===== config.mk =====
export PLATFORM = sky130hd
export DESIGN_NAME = histogram_capture_ctrl
export DESIGN_NICKNAME = d
export VERILOG_FILES = /design/src/rtl/histogram_capture_ctrl.sv
export SDC_FILE = /design/constraint.sdc
export NUM_CORES = 1
export LEC_CHECK = 0
export CAP_MARGIN = 20
export CELL_PAD_IN_SITES_DETAIL_PLACEMENT = 2
export CELL_PAD_IN_SITES_GLOBAL_PLACEMENT = 2
export CORE_ASPECT_RATIO = 2
export CORE_MARGIN = 2
export CORE_UTILIZATION = 38
export CTS_BUF_LIST = sky130_fd_sc_hd__clkbuf_16
export CTS_CLUSTER_DIAMETER = 40
export DETAILED_ROUTE_END_ITERATION = 6
export MAX_ROUTING_LAYER = met4
export PLACE_DENSITY_LB_ADDON = 0.3
export SYNTH_ARGS = -nofsm -noshare
export SYNTH_HDL_FRONTEND = slang
export SYNTH_SLANG_ARGS = --single-unit
export TNS_END_PERCENT = 1

===== constraint.sdc =====
create_clock -name clk -period 4.53 [get_ports clk]
set_input_delay 0.906 -clock clk [delete_from_list [all_inputs] [get_ports clk]]
set_output_delay 0.906 -clock clk [all_outputs]
set_load 0.005 [all_outputs]

===== src/rtl/histogram_capture_ctrl.sv =====
// Sequences a histogram capture: bin clear sweep, wait for start of frame, accumulate N frames.
// Ends in DONE on frame count or on a vs_i inactivity timeout; abort returns to IDLE at any time.
module histogram_capture_ctrl #(
    parameter int          NUM_BINS       = 256,
    parameter logic [23:0] TIMEOUT_CYCLES = 24'd1_000_000
) (
    input  logic       clk,
    input  logic       rst,
    input  logic       start_i,
    input  logic       abort_i,
    input  logic [7:0] num_frames_i,
    input  logic       vs_i,
    output logic [7:0] clr_addr_o,
    output logic       clr_we_o,
    output logic       calc_flag_o,
    output logic       busy_o,
    output logic       done_o,
    output logic       irq_o,
    output logic       timeout_o,
    output logic [7:0] frames_done_o
);

    typedef enum logic [2:0] {
        S_IDLE,
        S_CLEAR,
        S_WAIT_SOF,
        S_ACCUM,
        S_DONE
    } state_t;

    localparam logic [7:0]  LAST_ADDR = 8'(NUM_BINS - 1);
    localparam logic [23:0] TMO_LAST  = TIMEOUT_CYCLES - 24'd1;

    state_t      state_q, state_d;
    logic        vs_q;
    logic [7:0]  clr_addr_q, clr_addr_d;
    logic [7:0]  target_q, target_d;
    logic [7:0]  frames_q, frames_d;
    logic        tmo_q, tmo_d;
    logic [23:0] cnt_q, cnt_d;
    logic        irq_q, irq_d;

    logic        sof;
    logic        eof;
    logic        tmo_hit;
    logic [7:0]  frames_inc;

    // vs_i high is blanking: falling edge starts a frame, rising edge ends it.
    assign sof        = vs_q & ~vs_i;
    assign eof        = ~vs_q & vs_i;
    assign tmo_hit    = (cnt_q == TMO_LAST) && !sof && !eof;
    assign frames_inc = (frames_q == 8'hFF) ? frames_q : frames_q + 8'd1;

    always_ff @(posedge clk or negedge rst) begin
        if (!rst) begin
            state_q    <= S_IDLE;
            vs_q       <= 1'b1;
            clr_addr_q <= '0;
            target_q   <= 8'd1;
            frames_q   <= '0;
            tmo_q      <= 1'b0;
            cnt_q      <= '0;
            irq_q      <= 1'b0;
        end else begin
            state_q    <= state_d;
            vs_q       <= vs_i;
            clr_addr_q <= clr_addr_d;
            target_q   <= target_d;
            frames_q   <= frames_d;
            tmo_q      <= tmo_d;
            cnt_q      <= cnt_d;
            irq_q      <= irq_d;
        end
    end

    always_comb begin
        state_d    = state_q;
        clr_addr_d = clr_addr_q;
        target_d   = target_q;
        frames_d   = frames_q;
        tmo_d      = tmo_q;
        cnt_d      = '0;

        if (abort_i) begin
            state_d    = S_IDLE;
            clr_addr_d = '0;
        end else begin
            unique case (state_q)
                S_IDLE, S_DONE: begin
                    if (start_i) begin
                        target_d   = (num_frames_i == 8'd0) ? 8'd1 : num_frames_i;
                        frames_d   = '0;
                        tmo_d      = 1'b0;
                        clr_addr_d = '0;
                        state_d    = S_CLEAR;
                    end
                end
                S_CLEAR: begin
                    if (clr_addr_q == LAST_ADDR) begin
                        clr_addr_d = '0;
                        state_d    = S_WAIT_SOF;
                    end else begin
                        clr_addr_d = clr_addr_q + 8'd1;
                    end
                end
                S_WAIT_SOF: begin
                    cnt_d = (sof || eof) ? 24'd0 : cnt_q + 24'd1;
                    if (sof) begin
                        state_d = S_ACCUM;
                    end else if (tmo_hit) begin
                        tmo_d   = 1'b1;
                        state_d = S_DONE;
                    end
                end
                S_ACCUM: begin
                    cnt_d = (sof || eof) ? 24'd0 : cnt_q + 24'd1;
                    if (eof) begin
                        frames_d = frames_inc;
                        if (frames_inc == target_q) begin
                            state_d = S_DONE;
                        end
                    end else if (tmo_hit) begin
                        tmo_d   = 1'b1;
                        state_d = S_DONE;
                    end
                end
                default: state_d = S_IDLE;
            endcase
        end

        irq_d = (state_d == S_DONE) && (state_q != S_DONE);
    end

    // Outputs decode straight from state so an asynchronous reset drops them at once.
    assign clr_addr_o    = clr_addr_q;
    assign clr_we_o      = (state_q == S_CLEAR);
    assign calc_flag_o   = (state_q == S_ACCUM);
    assign busy_o        = (state_q == S_CLEAR) || (state_q == S_WAIT_SOF) || (state_q == S_ACCUM);
    assign done_o        = (state_q == S_DONE);
    assign irq_o         = irq_q;
    assign timeout_o     = tmo_q && (state_q == S_DONE);
    assign frames_done_o = frames_q;

endmodule


==> metrics list <==
- In this run the mean area of a mapped cell was 9.170 µm².
- The via count of the first global-routing pass is 2857.
- The worst setup path is launched from a register.
- Capturing element type of the critical path: primary output
- For the pin with the worst max-slew slack, the measured transition is 0.8228 ns.
- Sequential cell area fraction in the yosys report: 44.20%
- Adding up every negative setup slack in the final design gives 0 ns.
- Post-synth top area share: 42.48%
- The Yosys step of the flow raised 0 warnings.
- Syn Nets: 352
* Max Transition Viols Final: 0
- For this run, the leading register cell type out of synthesis is dfrtp_1.
- Summed over all layers, the global routing overflow is 0.
- Async SR Flop Fraction: 100.0%
- Area of the core region: 0.007885 mm²
- Total of hold buffers inserted after clock tree synthesis: 0
- Setup repair after global routing left no endpoint under its margin.
- Clock-pin slew on the worst setup and hold paths: 0.07 ns
- Initial DRC Count: 174
- Detailed placement finished with a half-perimeter wire length of 6.573 mm.
- The die covers 0.008838 mm².
* Area taken by flip-flops and latches: 0.001354 mm²
* Die height: 131.0 µm
- Synthesized flop and latch total: 54
- IR analysis of the VDD net gives a maximum drop of 0.1875 mV.
* Width of the die: 67.49 µm
* Maximum number of pins on one net before global-route repair: 55
- Count of endpoints failing hold in the final timing report: 0
- Setup CP Type: reg -> out
* Number of nets in the layout: 379
- Share of final-layout standard cells stronger than drive strength 1: 8.840%
* Largest fanout on the critical path: 10
* Gate count of the mapped netlist: 334
- Number of distinct standard cells referenced by the synthesized netlist: 56
- In this run the cell area measured after placement is 0.003436 mm².
* Initial cell density of the core: 38.84%
- Num CTS Buffers: 5
- Port buffering added 34 buffers.
- 35 I/O pins were placed.
- Filler cells: 875
- Biggest area consumer among synthesized cells: dfrtp_1
* Number of vias in the routed layout: 2624
- Once layout is complete, the utilization of the core stands at 46.06%.
* Antenna diode count: 0
- DRC: 0
- The initial antenna violation count is 0.
- Across the run, the number of max-cap violations was 0.
* Crit path max-delay family: buffers and inverters
- Clock latency on the worst-skew pair, taken at its later pin, is 0.29 ns.
- The signal on the critical path passes through nor2b_1 -> nand2_1 -> inv_1 -> clkdlybuf4s50_1.
* Slowest stage cell, crit path: dfrtp_1
- Tightest hold margin: 0.5296 ns
- Dividing the final minimum period by the clock period gives 63.53%.
- Number of endpoints failing setup at the final stage: 0
- TritonRoute pass-1 iters: 4
- The floorplan has 46 rows.
- Worst Path Buf+Inv: 2
* Per-cell via count in the routed design: 5.729
- P per Cell Area: 306.5 mW/mm²
* Shortest clock period the worst path allows after layout: 2.878 ns
* Max Clk Rate: 0.3475 GHz
- The largest single stage delay on the critical path is 0.54 ns.
* Critical path data arrival time: 1.97 ns
- The first global-routing pass estimated 14.94 mm of wire.
- The final layout contains routed wiring with a total length of 9.012 mm.
- The flow ran to the end, and the final reports show no timing, DRC or antenna violations.
- Final weighted congestion in routability-driven placement: 0.8071
* Most area-consuming cells after synthesis: dfrtp_1, nor2_1, xor2_1
- Number of H-tree levels: 2
- Global router's overall resource usage: 23.18%
* Buffers from clock root to sink, at most: 2
- Area growth, synth to finish: 18.59%
* HP Class: reg -> reg
- TritonCTS built the clock tree.
* Root buffer cell: clkbuf_16
- Top post-synthesis cells by count: dfrtp_1, nor2_1, nand2_1
- Yosys mapped a number of flops with a built-in enable equal to 0.
- The setup check on the worst reg-to-reg path leaves a slack of 1.83 ns.
- STA puts the critical path data required time at 3.62 ns.
- The cell area that synthesis handed to floorplanning was 0.003063 mm².
- Leak pwr: 1.498 nW
- In this run the tightest slew margin relative to its limit is 45.02%.
* Clock sink count: 54
- Post-route ant nets: 0
- Area of the multi-input gates: 0.001574 mm²
- Between clock sinks in the finished design, the worst skew comes to 0.004515 ns.
- Once the clock tree was built, the resizer swapped 0 gates to a different size.
* Setup fix buffers added after clock tree synthesis: 0
- In the final routed layout, each cell accounts on average for 19.68 µm.
* Post-Layout Inst Area: 0.003632 mm²
- dfrtp_1 is the most common cell in the netlist.
worst paths after layout:
path | cells past startpoint | to | start
worst max register to register | 7 | state_q[2] | frames_done_o[0]
worst min register to register | 1 | target_q[5] | target_q[5]
worst min-delay path | 1 | target_q[5] | target_q[5]
min in group asynchronous | 2 | clr_addr_o[3] | rst
worst max-delay path | 4 | calc_flag_o | state_q[1]
max in group asynchronous | 2 | irq_o | rst
final cells by class:
class / instances / share of cell area, %
tap: 96 / 3.307
inverter: 12 / 1.240
clock inverter: 3 / 1.757
multi-input combinational: 252 / 43.33
clock buffer: 5 / 3.445
sequential: 54 / 37.27
timing repair buffer: 36 / 9.645
cell usage in the layout (no fill, tap or decap), types with 2 or more instances in the layout:
| cell type | count |
|---|---|
| dfstp_2 | 2 |
| or4_1 | 2 |
| bufinv_16 | 2 |
| dfrtp_1 | 52 |
| a31oi_1 | 2 |
| nor3_1 | 4 |
| xor2_1 | 17 |
| o22ai_1 | 4 |
| nor2_1 | 41 |
| nand4_2 | 3 |
| buf_4 | 2 |
| nor4_1 | 3 |
| nand2b_1 | 6 |
| or3_1 | 3 |
| nand3_1 | 14 |
| clkdlybuf4s50_1 | 33 |
| o21ai_0 | 18 |
| and3_1 | 15 |
| a21oi_1 | 22 |
| o21ai_1 | 8 |
| nand4_1 | 6 |
| and4_1 | 3 |
| nand2_1 | 31 |
| inv_1 | 12 |
| xnor2_1 | 12 |
| clkbuf_16 | 5 |
| mux2_2 | 6 |
| ha_1 | 5 |
flip-flops by register name, indices dropped and copies added (netlist names):
signal and cells:
state_q 3, cnt_q 24, frames_done_o 8, target_q 8
irq_o 1, tmo_q 1, clr_addr_o 8, vs_q 1
cells by family after synthesis:
kind of cell / Yosys count / synth area share, %
simple gates: 143 / 25.33
compound gates: 68 / 13.20
flops: 54 / 44.20
xor+xnor: 29 / 8.292
buf+inv: 28 / 4.411
mux: 7 / 2.533
fa+ha+maj: 5 / 2.042
per-stage QoR:
stage,worst slack (ns),total power [W],std cells
after global placement,1.456,0.0006248,449
after floorplan,2.414,0.0005845,334
after detailed placement,1.322,0.0006310,449
after CTS,1.608,0.001132,457
after global routing,1.521,0.001162,458
final,1.652,0.001113,458
power by group:
group | switching [W] | internal (W) | total (W) | leakage, nW
combinational | 0.0000561 | 0.0000481 | 0.000104 | 0.675
clock | 0.000177 | 0.000315 | 0.000492 | 0.0915
sequential | 0.0000178 | 0.000499 | 0.000517 | 0.731
per-layer routing:
metal | track usage [%] | share of wire [%] | up-vias
met1 | 22.99 | 35 | 1346
met3 | 3.425 | 2.0 | 14
met5 | - | 0 | -
li1 | - | - | 1224
met4 | 7.203 | 2.2 | 0
met2 | 44.35 | 61 | 40
No activity file was read; power rests on OpenSTA's default activity.
